==> src/rtl/ipsxe_floating_point_rne_share_arb_v1_0_pkg.sv <==
// ipsxe_floating_point_rne_share_arb_v1_0_pkg: shared widths, tag type and requester ids for the z-RNE share arbiter
package ipsxe_floating_point_rne_share_arb_v1_0_pkg;
  localparam logic REQ0 = 1'b0;
  localparam logic REQ1 = 1'b1;
  typedef struct packed {
    logic vld;
    logic id;
  } tag_t;
  function automatic int zw_calc(input int man_width, input int rne, input int rne1);
    return ((man_width + 1 + rne + rne1) / 2) + 1 - 15;
  endfunction
endpackage

==> src/rtl/ipsxe_floating_point_tag_pipe_v1_0.sv <==
// ipsxe_floating_point_tag_pipe_v1_0: fixed-depth {vld, id} shift register with synchronous clear
module ipsxe_floating_point_tag_pipe_v1_0
  import ipsxe_floating_point_rne_share_arb_v1_0_pkg::*;
#(
  parameter int DEPTH = 3
) (
  input  logic i_clk,
  input  logic i_rst,
  input  tag_t i_tag,
  output tag_t o_tag,
  output logic o_any_vld
);
  tag_t stg [DEPTH];
  always_ff @(posedge i_clk) begin
    if (i_rst) begin
      for (int i = 0; i < DEPTH; i++) stg[i] <= '0;
    end else begin
      stg[0] <= i_tag;
      for (int i = 1; i < DEPTH; i++) stg[i] <= stg[i-1];
    end
  end
  assign o_tag = stg[DEPTH-1];
  always_comb begin
    o_any_vld = 1'b0;
    for (int i = 0; i < DEPTH; i++) o_any_vld = o_any_vld | stg[i].vld;
  end
endmodule

==> src/rtl/ipsxe_floating_point_rne_share_arb_v1_0.sv <==
// ipsxe_floating_point_rne_share_arb_v1_0: round-robin sharing of one z-RNE APM between two requesters
module ipsxe_floating_point_rne_share_arb_v1_0
  import ipsxe_floating_point_rne_share_arb_v1_0_pkg::*;
#(
  parameter int MAN_WIDTH   = 52,
  parameter int RNE         = 2,
  parameter int RNE1        = 49,
  parameter int RNE_LATENCY = 2,
  localparam int ZW = zw_calc(MAN_WIDTH, RNE, RNE1)
) (
  input  logic          i_clk,
  input  logic          i_rst,
  input  logic          i_req0_valid,
  input  logic [ZW-1:0] i_req0_z,
  output logic          o_req0_ready,
  input  logic          i_req1_valid,
  input  logic [ZW-1:0] i_req1_z,
  output logic          o_req1_ready,
  output logic [ZW-1:0] o_rne_z,
  output logic          o_rne_vld,
  input  logic [ZW-2:0] i_rne_z,
  output logic          o_res0_valid,
  output logic [ZW-2:0] o_res0_z,
  output logic          o_res1_valid,
  output logic [ZW-2:0] o_res1_z,
  output logic          o_busy
);
  logic last_grant, grant0, grant1, tags_busy, hit0, hit1;
  tag_t head, tail;
  // On conflict the requester that did not win last time gets the slot
  assign grant0 = !i_rst && i_req0_valid && (!i_req1_valid || last_grant == REQ1);
  assign grant1 = !i_rst && i_req1_valid && (!i_req0_valid || last_grant == REQ0);
  assign o_req0_ready = grant0;
  assign o_req1_ready = grant1;
  assign head = '{vld: grant0 | grant1, id: grant1 ? REQ1 : REQ0};
  assign hit0 = tail.vld && tail.id == REQ0;
  assign hit1 = tail.vld && tail.id == REQ1;
  ipsxe_floating_point_tag_pipe_v1_0 #(.DEPTH(RNE_LATENCY + 1)) u_tag_pipe (
    .i_clk     (i_clk),
    .i_rst     (i_rst),
    .i_tag     (head),
    .o_tag     (tail),
    .o_any_vld (tags_busy)
  );
  always_ff @(posedge i_clk) begin
    if (i_rst) begin
      last_grant   <= REQ1;
      o_rne_z      <= '0;
      o_rne_vld    <= 1'b0;
      o_res0_valid <= 1'b0;
      o_res0_z     <= '0;
      o_res1_valid <= 1'b0;
      o_res1_z     <= '0;
    end else begin
      o_rne_vld    <= head.vld;
      o_res0_valid <= hit0;
      o_res1_valid <= hit1;
      if (head.vld) begin
        last_grant <= head.id;
        o_rne_z    <= grant1 ? i_req1_z : i_req0_z;
      end
      if (hit0) o_res0_z <= i_rne_z;
      if (hit1) o_res1_z <= i_rne_z;
    end
  end
  assign o_busy = tags_busy | o_res0_valid | o_res1_valid;
endmodule
==> config.mk <==
export PLATFORM = sky130hd
export DESIGN_NAME = ipsxe_floating_point_rne_share_arb_v1_0
export DESIGN_NICKNAME = d
export VERILOG_FILES = /design/src/rtl/ipsxe_floating_point_rne_share_arb_v1_0_pkg.sv /design/src/rtl/ipsxe_floating_point_tag_pipe_v1_0.sv /design/src/rtl/ipsxe_floating_point_rne_share_arb_v1_0.sv
export SDC_FILE = /design/constraint.sdc
export NUM_CORES = 1
export LEC_CHECK = 0
export BUFFER_PORTS_ARGS = -buffer_cell sky130_fd_sc_hd__buf_4
export CORE_ASPECT_RATIO = 1.2
export CORE_MARGIN = 2
export CORE_UTILIZATION = 45
export DETAILED_ROUTE_END_ITERATION = 7
export PLACE_DENSITY_LB_ADDON = 0.15
export SETUP_SLACK_MARGIN = 0.02
export SLEW_MARGIN = 20
export SYNTH_ARGS = -nofsm -noshare
export SYNTH_HDL_FRONTEND = slang
export SYNTH_SLANG_ARGS = --single-unit
==> constraint.sdc <==
create_clock -name i_clk -period 2.95 [get_ports i_clk]
set_input_delay 0.59 -clock i_clk [delete_from_list [all_inputs] [get_ports i_clk]]
set_output_delay 0.59 -clock i_clk [all_outputs]
set_load 0.005 [all_outputs]
# Word level (Yosys, flattened, before mapping)
# Memory sizes are Yosys's and may differ from the RTL's.
# Cells that the tools add are included.
# word_totals
ff_bits,116
mem_bits_rw,6
inputBits,117
output_inout_bits,118
wordCells,37
mem_count,1
# memory_table
memory,depth,word_bits,read_ports,rd_clocked_by_memory_dff,write_ports,line,source
u_tag_pipe.stg,3,2,3,0,3,ipsxe_floating_point_tag_pipe_v1_0.sv:13,tag_t stg [DEPTH];
# classes
muxes,8
bitwise,10
reduce_logical,11
# ops
op,n
2-to-1 mux 38 bit,1
OR 1 bit,8
logical AND 1 bit,6
2-to-1 mux 2 bit,3
2-to-1 mux 1 bit,4
logical NOT 1 bit,3
logical OR 1 bit,2
NOT 1 bit,2

# Depth between registers and ports, before layout
# logic_depth
word_depth,5
depth_mapped,5
ltp_nobuf,3

# Modules after synthesis
# Synthesis repeated with hierarchy kept, for this count alone.
# hier_totals
cells_unflattened,533
area_unflattened_um2,4677.0
# modules_own_cells
module,n_inst,cells_per_inst,area_per_inst_um2,seq_area_each_um2
ipsxe_floating_point_rne_share_arb_v1_0,1,518,4498.1,2322.2
ipsxe_floating_point_tag_pipe_v1_0,1,15,178.9,120.1

# Least setup slack after synthesis
# Ideal clock, no wire load.
# synth_path
path_kind,input port to output port
from,input i_rst
to,output o_req0_ready
arrival_ns,1.151
required_ns,2.360
slack_ns,1.209
cell_stages,4
n_path_buf,2
cell_sequence,buf_2 buf_2 a21oi_1 and2_1
# synth_via
elab_chain_cells,3
# synth_lines
element,line,source
"start, declared",ipsxe_floating_point_rne_share_arb_v1_0.sv:12,"input logic i_rst,"
logical NOT 1 bit,ipsxe_floating_point_rne_share_arb_v1_0.sv:31,assign grant0 = !i_rst && i_req0_valid && (!i_req1_valid || last_grant == REQ1);
logical AND 1 bit (2 in series),ipsxe_floating_point_rne_share_arb_v1_0.sv:31,
"end, declared",ipsxe_floating_point_rne_share_arb_v1_0.sv:15,"output logic o_req0_ready,"
# Every way passes these cells.

# Worst setup path after layout
# layout_path
from,input i_req1_valid
to,output o_req0_ready
# layout_via
elab_chain_cells,3
# layout_lines
element,line,source
"start, declared",ipsxe_floating_point_rne_share_arb_v1_0.sv:16,"input logic i_req1_valid,"
logical NOT 1 bit,ipsxe_floating_point_rne_share_arb_v1_0.sv:31,
logical OR 1 bit,ipsxe_floating_point_rne_share_arb_v1_0.sv:31,
logical AND 1 bit,ipsxe_floating_point_rne_share_arb_v1_0.sv:31,
# Every way passes these cells.

==> summary.md <==
| Metric | Value |
|---|---|
| Layout area overhead | 51.3% |
| Initial DRT Pass Iterations | 7 |
| DR vias/cell | 5.30 |
| Placed cells | 849 |
| Final worst-path cycle share | between 60% and 70% |
| Setup Skew | 0.00791 ns |
| Critical path arrival | 1.46 ns |
| Vias in the first global route | roughly 4,300 |
| CP max stage delay | 0.38 ns |
| #FFs+latches synth | 121 |
| Ys Warns | 0 |
| CTS root buf | clkbuf_16 |
| Wirelength per Cell | 15.1 um |
| # Post-CTS Setup Buffers | 0 |
| Rows | 40 |
| Dpl hpwl | 9.18 mm |
| Synth cell types | 19 |
| PD cells | 606 nW/um2 |
| First-pass GRT wire length | 20.1 mm |
| Post-synth top area share | 52.5% |
| Slowest stage cell, crit path | buf_4 |
| Tightest Hold Check Type | in -> reg |
| Final net count | about 860 |
| Initial antenna violation count | 0 |
| FMAX | 0.489 GHz |
| Crit Path Class | in -> out |
| Commonest non-fill, non-tap cell in the layout | buf_4 |
| Pin count of the biggest net entering global routing | slightly below 80 |
| Clk Latency, worst-skew pair | 0.40 ns |
| Layout cells sized above 1 | 37.7% |
| Sequential-to-total area share from yosys stat | 52.5% |
| Reg2reg path depth | 4 |
| Setup violators final | 0 |
| ANT nets after route | 0 |
| Minimum clock period | 2.05 ns |
| Slew headroom | between 40% and 50% |
| Critical-path maximum fanout | 43 |
| Die Span Y | 115 um |
| Die Area | 11,100 um2 |
| CTS Hold Bufs | 0 |
| Clock buffer depth | 2 |
| Final hold viol count | 0 |
| Sink Count | 121 |
| Initial Util | 46.1% |
| IO buf count | around 230 |
| Crit-path cells | buf_4 -> a21oi_1 -> and2_1 -> buf_4 |
| RSZ-0062 raised after global routing | no |
| Maximum VDD drop | 0.315 mV |
| Avg Inst Size Synth | a little under 9 um2 |
| CTS tree | yes |
| Total negative slack | 0 ns |
| Die width | 96.5 um |
| Crit path depth | 4 |
| Number of remaining DRC errors | 0 |
| Family with the most delay on the worst path | buffers and inverters |
| Static leakage | 3.11 nW |
| Synth Cell Area | approximately 4600 um2 |
| Max Cap Violations | 0 |
| Critical Path Source Type | primary input |
| Tot GR Track Use | 23.1% |
| Worst Path Buf+Inv | 2 |
| Initial detailed-routing violation count | 169 |
| Placer Congestion | 0.777 |
| Commonest cells after routing, fill and taps aside | buf_4 (242), nand2_1 (151), dfxtp_1 (121), a21oi_1 (75), inv_1 (39) |
| Synth area leader | dfxtp_1 |
| Core region area | 10,000 um2 |
| CTS Buf Count | 17 |
| Via Count | 4,668 |
| Ant. Diodes | 0 |
| Ports | 235 |
| Slew Limit Fails | 0 |
| DRT Wirelength | 13.2 mm |
| Outcome | complete, no violations |
| CP Data Required Time | roughly 2.4 ns |
| Gr ovfl total | 0 |
| Dpl cell area | 6390 um2 |
| Fin area | 6990 um2 |
| Syn nets | 646 |
| Crit path capture type | output pin |
| Post-synthesis instance total | 529 |
| Critical path's most frequent cell | buf_4 |
| Reg clk slew, reported paths | 0.05 ns |
| H-Tree Depth | 4 |
| Worst slew pin tran | 0.807 ns |
| Synth area leaders | dfxtp_1 (52%), nand2_1 (12%), a221o_1 (8.2%), a21oi_1 (8.1%), a2111oi_0 (5.3%) |
| Fin cells | 880 |
| CTS resizes | 0 |
| Hold Crit Depth | 2 |
power breakdown:
part           total (mW)  internal [mW]  leakage [nW]  switching, mW
registers            1.75           1.71         0.988         0.0429
clock network        2.06           1.39         0.297          0.671
logic               0.432          0.244          1.82          0.188
worst paths after layout:
kind | from | to | slack, ns
setup / recovery | i_req1_valid | o_req0_ready | 0.90
hold / removal | i_req1_z[34] | o_rne_z[34]$_SDFFE_PP0P_ | 0.41
setup reg to reg | last_grant$_SDFFE_PP1P_ | o_rne_z[31]$_SDFFE_PP0P_ | 1.40
hold reg to reg | u_tag_pipe.stg[0][0]$_SDFF_PP0_ | u_tag_pipe.stg[0][2]$_SDFF_PP0_ | 0.44
metal layers:
| layer | wire, um | up-vias | track usage [%] |
|---|---|---|---|
| met5 | 0 | - | 0 |
| met4 | 313 | 0 | 9.48 |
| met3 | 1220 | 24 | 8.45 |
| met2 | 6560 | 219 | 39.1 |
| met1 | 5160 | 2165 | 26.2 |
| li1 | - | 2260 | - |
kinds of logic (layout without fill, tap and decap cells):
| kind of cell | after synthesis | after routing | synth area share, % |
|---|---|---|---|
| DFF | 121 | 121 | 52.5 |
| AOI/OAI and AO/OA | 152 | 152 | 25.0 |
| and+or+nand+nor | 168 | 168 | 14.4 |
| buffers and inverters | 88 | 313 | 8.15 |
cells in the mapped netlist:
master,instances
a221o_1,38
and2_1,2
o21ai_0,1
a2111oi_2,10
nor2_1,5
a21oi_1,75
buf_1,11
clkbuf_2,1
nand2_1,151
inv_1,39
buf_2,12
nor3_1,2
dfxtp_1,121
nand2b_1,1
clkbuf_1,21
nor2b_1,5
buf_6,4
and3b_1,2
a2111oi_0,28
sequential cells by signal, summed over array words and instances (netlist names):
register,count
o_res1_z,37
u_tag_pipe.stg,6
o_res0_valid,1
last_grant,1
o_res0_z,37
o_res1_valid,1
o_rne_z,38
layout make-up:
cell class,count,area (um2)
Fill cell,772,3020
Inverter,39,146
Clock buffer,23,478
Multi-Input combinational cell,320,1830
Sequential cell,121,2420
Tap cell,126,158
Timing Repair Buffer,243,1840
Clock inverter,8,119
metrics by stage:
step	worst slack, ns	power (mW)	util (%)	hold slack (ns)
6_report	0.903	4.24	69.8	0.413
4_1_cts	0.935	4.27	69.8	0.399
2_1_floorplan	1.21	1.95	-	0.414
3_5_place_dp	0.611	2.21	63.9	0.428
3_3_place_gp	0.666	2.20	63.9	0.417
5_1_grt	0.845	4.39	69.8	0.392
worst reg2reg max path, cell delays in order (launching register included):
cell and delay [ns]:
dfxtp_1 0.32, nand2_1 0.18, and3b_1 0.26, buf_4 0.26, a221o_1 0.42
Power figures use the tool's default switching activity.
